### src/rtl/multicycle_controller.sv
// Multicycle RV32I control FSM: sequences fetch, decode, memory, execute and writeback steps,
// with a bounded wait on mem_ready and an absorbing FAULT state.
module multicycle_controller #(
    parameter int unsigned MEM_TIMEOUT = 15
) (
    input  logic       clk,
    input  logic       rst_n,
    input  logic [6:0] op_code,
    input  logic [2:0] funct3,
    input  logic       zero,
    input  logic       lt,
    input  logic       ltu,
    input  logic       mem_ready,
    output logic       mem_req,
    output logic       adr_src,
    output logic [3:0] mem_w,
    output logic       ir_write,
    output logic       pc_write,
    output logic       reg_w_en,
    output logic [1:0] alu_src_a,
    output logic [1:0] alu_src_b,
    output logic [1:0] alu_op,
    output logic [1:0] result_src,
    output logic [2:0] imm_src,
    output logic [3:0] state,
    output logic       fault
);

    localparam int unsigned CntW = $clog2(MEM_TIMEOUT + 2);

    localparam logic [6:0] OpLoad   = 7'b0000011;
    localparam logic [6:0] OpStore  = 7'b0100011;
    localparam logic [6:0] OpR      = 7'b0110011;
    localparam logic [6:0] OpI      = 7'b0010011;
    localparam logic [6:0] OpBranch = 7'b1100011;
    localparam logic [6:0] OpJal    = 7'b1101111;
    localparam logic [6:0] OpJalr   = 7'b1100111;
    localparam logic [6:0] OpLui    = 7'b0110111;
    localparam logic [6:0] OpAuipc  = 7'b0010111;

    typedef enum logic [3:0] {
        StFetch    = 4'd0,
        StDecode   = 4'd1,
        StMemAdr   = 4'd2,
        StMemRead  = 4'd3,
        StMemWb    = 4'd4,
        StMemWrite = 4'd5,
        StExecR    = 4'd6,
        StExecI    = 4'd7,
        StAluWb    = 4'd8,
        StBranch   = 4'd9,
        StJal      = 4'd10,
        StJalr     = 4'd11,
        StLui      = 4'd12,
        StAuipc    = 4'd13,
        StFault    = 4'd15
    } state_e;

    state_e            state_q, state_d;
    logic [CntW-1:0]   cnt_q, cnt_d;
    logic              timeout;
    logic              taken;
    logic              load_f3_ok;
    logic              store_f3_ok;

    // Fires on the cycle whose missing mem_ready would make the wait reach MEM_TIMEOUT.
    assign timeout     = !mem_ready && ((32'(cnt_q) + 32'd1) >= MEM_TIMEOUT);
    assign load_f3_ok  = (funct3 inside {3'b000, 3'b001, 3'b010, 3'b100, 3'b101});
    assign store_f3_ok = (funct3 inside {3'b000, 3'b001, 3'b010});

    always_comb begin
        case (funct3)
            3'b000:  taken = zero;
            3'b001:  taken = ~zero;
            3'b100:  taken = lt;
            3'b101:  taken = ~lt;
            3'b110:  taken = ltu;
            3'b111:  taken = ~ltu;
            default: taken = 1'b0;
        endcase
    end

    always_comb begin
        state_d    = state_q;
        mem_req    = 1'b0;
        adr_src    = 1'b0;
        mem_w      = 4'b0000;
        ir_write   = 1'b0;
        pc_write   = 1'b0;
        reg_w_en   = 1'b0;
        alu_src_a  = 2'b00;
        alu_src_b  = 2'b00;
        alu_op     = 2'b00;
        result_src = 2'b00;
        imm_src    = 3'b000;

        case (state_q)
            StFetch: begin
                mem_req = 1'b1;
                if (mem_ready) begin
                    ir_write   = 1'b1;
                    pc_write   = 1'b1;
                    alu_src_b  = 2'b10;
                    result_src = 2'b10;
                    state_d    = StDecode;
                end else if (timeout) begin
                    state_d = StFault;
                end
            end
            StDecode: begin
                alu_src_a = 2'b01;
                alu_src_b = 2'b01;
                imm_src   = 3'b010;
                case (op_code)
                    OpLoad, OpStore: state_d = StMemAdr;
                    OpR:             state_d = StExecR;
                    OpI:             state_d = StExecI;
                    OpBranch:        state_d = StBranch;
                    OpJal:           state_d = StJal;
                    OpJalr:          state_d = StJalr;
                    OpLui:           state_d = StLui;
                    OpAuipc:         state_d = StAuipc;
                    default:         state_d = StFault;
                endcase
            end
            StMemAdr: begin
                alu_src_a = 2'b10;
                alu_src_b = 2'b01;
                if (op_code == OpStore) begin
                    imm_src = 3'b001;
                    state_d = store_f3_ok ? StMemWrite : StFault;
                end else if (op_code == OpLoad) begin
                    state_d = load_f3_ok ? StMemRead : StFault;
                end else begin
                    state_d = StFault;
                end
            end
            StMemRead: begin
                mem_req = 1'b1;
                adr_src = 1'b1;
                mem_w   = {funct3, 1'b0};
                if (mem_ready)    state_d = StMemWb;
                else if (timeout) state_d = StFault;
            end
            StMemWb: begin
                result_src = 2'b01;
                reg_w_en   = 1'b1;
                state_d    = StFetch;
            end
            StMemWrite: begin
                mem_req = 1'b1;
                adr_src = 1'b1;
                mem_w   = {funct3, 1'b1};
                if (mem_ready)    state_d = StFetch;
                else if (timeout) state_d = StFault;
            end
            StExecR: begin
                alu_src_a = 2'b10;
                alu_op    = 2'b10;
                state_d   = StAluWb;
            end
            StExecI: begin
                alu_src_a = 2'b10;
                alu_src_b = 2'b01;
                alu_op    = 2'b10;
                state_d   = StAluWb;
            end
            StAluWb: begin
                reg_w_en = 1'b1;
                state_d  = StFetch;
            end
            StBranch: begin
                alu_src_a = 2'b10;
                alu_op    = 2'b01;
                if (funct3[2:1] == 2'b01) begin
                    state_d = StFault;
                end else begin
                    pc_write = taken;
                    state_d  = StFetch;
                end
            end
            StJal: begin
                alu_src_a = 2'b01;
                alu_src_b = 2'b10;
                pc_write  = 1'b1;
                state_d   = StAluWb;
            end
            StJalr: begin
                alu_src_a = 2'b10;
                alu_src_b = 2'b01;
                pc_write  = 1'b1;
                state_d   = StAluWb;
            end
            StLui: begin
                imm_src    = 3'b100;
                result_src = 2'b11;
                state_d    = StAluWb;
            end
            StAuipc: begin
                alu_src_a = 2'b01;
                alu_src_b = 2'b01;
                imm_src   = 3'b100;
                state_d   = StAluWb;
            end
            StFault: state_d = StFault;
            default: state_d = StFault;
        endcase

        // Strobes must not leak while reset holds the FSM in FETCH.
        if (!rst_n) begin
            mem_req  = 1'b0;
            mem_w[0] = 1'b0;
            ir_write = 1'b0;
            pc_write = 1'b0;
            reg_w_en = 1'b0;
        end
    end

    always_comb begin
        cnt_d = cnt_q;
        if (state_d != state_q) begin
            cnt_d = '0;
        end else if (!mem_ready) begin
            cnt_d = cnt_q + 1'b1;
        end
    end

    always_ff @(posedge clk or negedge rst_n) begin
        if (!rst_n) begin
            state_q <= StFetch;
            cnt_q   <= '0;
        end else begin
            state_q <= state_d;
            cnt_q   <= cnt_d;
        end
    end

    assign state = state_q;
    assign fault = (state_q == StFault);

endmodule
### config.mk
export PLATFORM = sky130hd
export DESIGN_NAME = multicycle_controller
export DESIGN_NICKNAME = d
export VERILOG_FILES = /design/src/rtl/multicycle_controller.sv
export SDC_FILE = /design/constraint.sdc
export NUM_CORES = 1
export LEC_CHECK = 0
export ABC_AREA = 1
export BUFFER_PORTS_ARGS = -buffer_cell sky130_fd_sc_hd__buf_4
export CORE_MARGIN = 2
export CORE_UTILIZATION = 45
export DETAILED_ROUTE_END_ITERATION = 10
export HOLD_SLACK_MARGIN = 0.12
export PLACE_DENSITY = 0.74
export SKIP_LAST_GASP = 1
export SLEW_MARGIN = 20
export SYNTH_ARGS = -nofsm -noshare
export SYNTH_HDL_FRONTEND = slang
export SYNTH_SLANG_ARGS = --single-unit
### constraint.sdc
create_clock -name clk -period 1.9 [get_ports clk]
set_clock_uncertainty 0.2 [all_clocks]
set_input_delay 0.38 -clock clk [delete_from_list [all_inputs] [get_ports clk]]
set_output_delay 0.38 -clock clk [all_outputs]
set_load 0.02 [all_outputs]
* After elaboration in Yosys (flattened, before gate mapping)
Index checks and enable logic that the tools add are counted.
** Cells by class
- Bitwise operators :: 3
- $add $sub $neg :: 2
- Magnitude comparators :: 1
- Reduce and logical (&&, ||, !) cells :: 17
- Equal/unequal tests :: 32
- Muxes and demuxes :: 34
** Operators by type and width (number)
- one-hot mux 4 bit (8 select lines) :: 2
- 2-to-1 mux 4 bit :: 9
- equality test 4 bit (second input constant) :: 7
- equality test 7 x 6 -> 1 bit (second input constant) :: 3
- equality test 7 bit (second input constant) :: 3
- equality test 4 x 3 -> 1 bit (second input constant) :: 4
- equality test 7 x 5 -> 1 bit (second input constant) :: 2
- equality test 3 bit (second input constant) :: 4
- 2-to-1 mux 1 bit :: 12
- one-hot mux 2 bit (3 select lines) :: 2
- OR reduction 2 bit :: 6
- 2-to-1 mux 5 bit :: 2
- OR reduction 5 bit :: 2
- one-hot mux 3 bit (3 select lines) :: 1
- equality test 4 x 2 -> 1 bit (second input constant) :: 2
- one-hot mux 2 bit (2 select lines) :: 2
- one-hot mux 4 bit (2 select lines) :: 1
- equality test 7 x 2 -> 1 bit (second input constant) :: 1
- adder 5 x 1 -> 6 bit (second input constant) :: 1
- greater-or-equal comparator 6 x 4 -> 1 bit (second input constant) :: 1
- one-hot mux 1 bit (6 select lines) :: 1
- OR reduction 3 bit :: 2
- OR reduction 6 bit :: 1
- adder 5 x 1 -> 5 bit (second input constant) :: 1
- other kinds (15) :: 17
** Storage, ports and cells
- Word-level logic and storage cells :: 91
- Bits of input ports :: 16
- Register bits after elaboration :: 9
- Output and inout bits :: 25

* Depth between registers and ports, before layout
- Depth in word-level cells :: 8
- Gate-level depth with buffers :: 15
- Mapped depth without buffers :: 14

* Worst setup path before layout
No wires, ideal clock.
- Path type :: register to output
- Start point :: register state_q[3], in the netlist state[3]
- End point :: output port mem_w[1]
- Buffers on the path :: 0
- Arrival time :: 1.487 ns
- Cell stages (with the launch flop) :: 6
- Setup slack :: -0.167 ns
- Data required time :: 1.320 ns
- Path through :: dfrtp_1 > nor2_2 > nand3_1 > nand2_1 > inv_1 > nor2_1
** Between the ends
- Longest elaborated chain between the ends :: 2
- Elaborated cells between the ends (all ways) :: 3
- Classes of those cells :: 2 x eq/ne; 1 x mux
** Ends and longest elaborated chain
- start: declaration :: RTL line 59 : state_e state_q, state_d;
- start signal: assignment :: RTL line 230 : state_q <= StFetch;
- start signal: assignment :: RTL line 233 : state_q <= state_d;
- equality test 4 x 3 -> 1 bit / equality test 4 x 2 -> 1 bit (equally long branches) :: RTL line 97 : case (state_q)
- one-hot mux 4 bit (2 select lines) (*) :: RTL line 97
- end: declaration :: RTL line 16 : output logic [3:0] mem_w,
Mark *: on every way between the ends. The rest lies on a longest branch, timed or not.

* Worst setup path in the final report
- Start point :: register state_q[3], in the netlist state[3]
- End point :: output port alu_src_b[0]
** Between the ends
- Longest elaborated chain between the ends :: 3
- Elaborated cells between the ends (all ways) :: 9
- Classes of those cells :: 6 x eq/ne; 1 x mux; 2 x reduce/logical
** Ends and longest elaborated chain
- equality test 4 x 2 -> 1 bit (tied with other cells) :: RTL line 97
- OR reduction 5 bit (no source line)
- one-hot mux 2 bit (3 select lines) (*) :: RTL line 97
- end: declaration :: RTL line 21 : output logic [1:0] alu_src_b,
Marked as above.

==> results.sh <==
export IMPL_status="finished with violations"
export IMPL_violations="setup timing"
export IMPL_areaGrowthSynthToFinish_pct=56.7
export IMPL_yosysSeqAreaShare=0.193
export IMPL_grt_setup_unrepaired="true"
export IMPL_arrival_ns=1.50
export IMPL_routed_wl_mm=3.30
export IMPL_syn_cell_area_um2=1160
export IMPL_numClockSinks=9
export IMPL_ys_seq_elements=9
export IMPL_yosysTopAreaCell="nand2_1"
export IMPL_root_buffer="clkbuf_4"
export IMPL_clockBufferDepth=2
export IMPL_hp_class="in -> reg"
export IMPL_layout_nets=289
export IMPL_path_max_fanout=7
export IMPL_startpoint_type="flip-flop"
export IMPL_cts_tree="done"
export IMPL_post_route_cell_area_um2=1830
export IMPL_postSynthAreaPerCell_um2=5.65
export IMPL_worst_pin_slew_ns=0.394
export IMPL_synth_cells=206
export IMPL_first_pass_iters=4
export IMPL_htreeDepth=1
export IMPL_num_rows=18
export IMPL_die_x_um=54.9
export IMPL_place_ws_ns=-0.115
export IMPL_min_period_over_period=1.10
export IMPL_routed_via_count=1470
export IMPL_wl_per_cell_um=11.0
export IMPL_p_total_uw=885
export IMPL_ios=41
export IMPL_period_needed_ns=2.08
export IMPL_clock_latency_ns=0.25
export IMPL_start_util=0.475
export IMPL_hold_violations=0
export IMPL_vias_per_cell=4.90
export IMPL_vdd_drop_max_v=0.000586
export IMPL_crit_type="reg -> out"
export IMPL_antenna_found_initial=0
export IMPL_antenna_left=0
export IMPL_io_buffers=40
export IMPL_gr_total_overflow=0
export IMPL_fmax_mhz=480
export IMPL_insertedDiodeCount=0
export IMPL_first_iter_violations=30
export IMPL_synth_area_leaders="nand2_1, dfrtp_1, inv_1"
export IMPL_timing_slew_headroom=0.737
export IMPL_yosysTopAreaCellShare=0.203
export IMPL_final_max_slew_viol_count=0
export IMPL_fp_coreArea_um2=2450
export IMPL_nFillCells=214
export IMPL_required_ns=1.32
export IMPL_die_h_um=54.9
export IMPL_yosysWarnings=0
export IMPL_dpl_instance_area_um2=1610
export IMPL_groute_usage_overall=0.235
export IMPL_drive_gt1_frac=0.433
export IMPL_final_core_util=0.744
export IMPL_grt_pass1_vias=1296
export IMPL_setup_violations_final=20
export IMPL_grt_pass1_wl_mm=5.18
export IMPL_end_kind="output port"
export IMPL_path_clk_slew_ns=0.06
export IMPL_drc=0
export IMPL_die_area_um2=3010
export IMPL_leakage_nw=0.993
export IMPL_grt_max_degree=10
export IMPL_synth_cell_types=29
export IMPL_maxCapViolCount=0
export IMPL_cts_buffers=3
export IMPL_final_common_cell="nand2_1"
export IMPL_final_cell_mix="nand2_1, buf_4, inv_1, nand3_1, nor2_1"
export IMPL_p_per_area_nw_per_um2=485
export IMPL_syn_num_nets=224
export IMPL_dpl_hpwl_mm=2.61
export IMPL_setup_slack_ns=-0.185
export IMPL_place_congestion=0.846
worst max-delay path, cell delays in order, from the launching register on:
cell and delay, ns:
dfrtp_2 0.48, nor2_4 0.21, inv_4 0.07, nor2_4 0.10
inv_2 0.06, o21ai_1 0.07, inv_1 0.06, nand2_1 0.08
buf_6 0.12
synthesized netlist by cell type, drive strengths merged:
cell type and n:
buf 1, nand2 72, o211ai 2, clkinv 1
a31oi 1, clkbuf 1, o21ai 11, nand3 21
a21o 1, a21oi 5, nor3 5, xnor2 1
nor2 32, nand4 2, xor2 1, ha 2
o31ai 1, o21bai 1, inv 36, dfrtp 9
worst paths after layout:
path / to / slack, ns / startpoint / cells past startpoint
worst max-delay path: alu_src_b[0] / -0.18 / state[3] / 8
worst min-delay path: cnt_q[0] / 0.27 / mem_ready / 3
worst max register to register: cnt_q[0] / -0.08 / state[3] / 13
worst min register to register: cnt_q[3] / 0.45 / cnt_q[3] / 2
max in group asynchronous: state[1] / 0.68 / rst_n / 3
min in group asynchronous: cnt_q[3] / 0.51 / rst_n / 3
sequential cells by signal (all words and copies together), names as in the netlist:
signal / count
state: 4
cnt_q: 5
what timing repair did:
item / 4_1_cts / 5_1_grt
endpoints found under the setup margin: 19 / 24
buffers inserted: 10 / 0
hold buffers: 1 / 0
endpoints found under the hold margin: 9 / 0
resized for setup: 20 / 14
gates cloned: 0 / 0
pin swaps: 8 / 3
routing by layer:
layer | track usage | wire length, µm | vias to the layer above
met2 | 0.417 | 1620 | 35
met1 | 0.313 | 1550 | 654
met5 | 0 | 0 | -
met4 | 0.0500 | 10 | 0
met3 | 0.00820 | 112 | 2
li1 | - | - | 779
report_power, final:
part | leakage (nW) | internal, mW | switching [mW]
sequential | 0.0886 | 0.243 | 0.0593
clock | 0.0150 | 0.0805 | 0.0598
combinational | 0.889 | 0.204 | 0.239
total | 0.993 | 0.527 | 0.358
per-stage QoR:
step / setup TNS [ns] / hold slack [ns] / cells
6_report: -2.02 / 0.272 / 300
5_1_grt: -4.26 / 0.299 / 300
4_1_cts: -1.36 / 0.273 / 301
3_5_place_dp: -0.574 / 0.122 / 286
3_3_place_gp: -0.479 / 0.125 / 286
2_1_floorplan: 0 / -0.116 / 206
final cells by class:
cell class / instances / area [µm²] / area share
Timing Repair Buffer: 62 / 513 / 0.281
Multi-Input combinational cell: 158 / 873 / 0.478
Tap cell: 30 / 37.5 / 0.0206
Clock buffer: 4 / 26.3 / 0.0144
Sequential cell: 9 / 230 / 0.126
Inverter: 37 / 145 / 0.0795
cells by family after synthesis:
| family | count (synthesis) | synth area share |
|---|---|---|
| compound gates | 22 | 0.113 |
| xor+xnor | 2 | 0.0150 |
| fa+ha+maj | 2 | 0.0215 |
| buf+inv | 39 | 0.135 |
| flops | 9 | 0.193 |
| simple gates | 132 | 0.522 |
No activity file was read; power rests on OpenSTA's default activity.
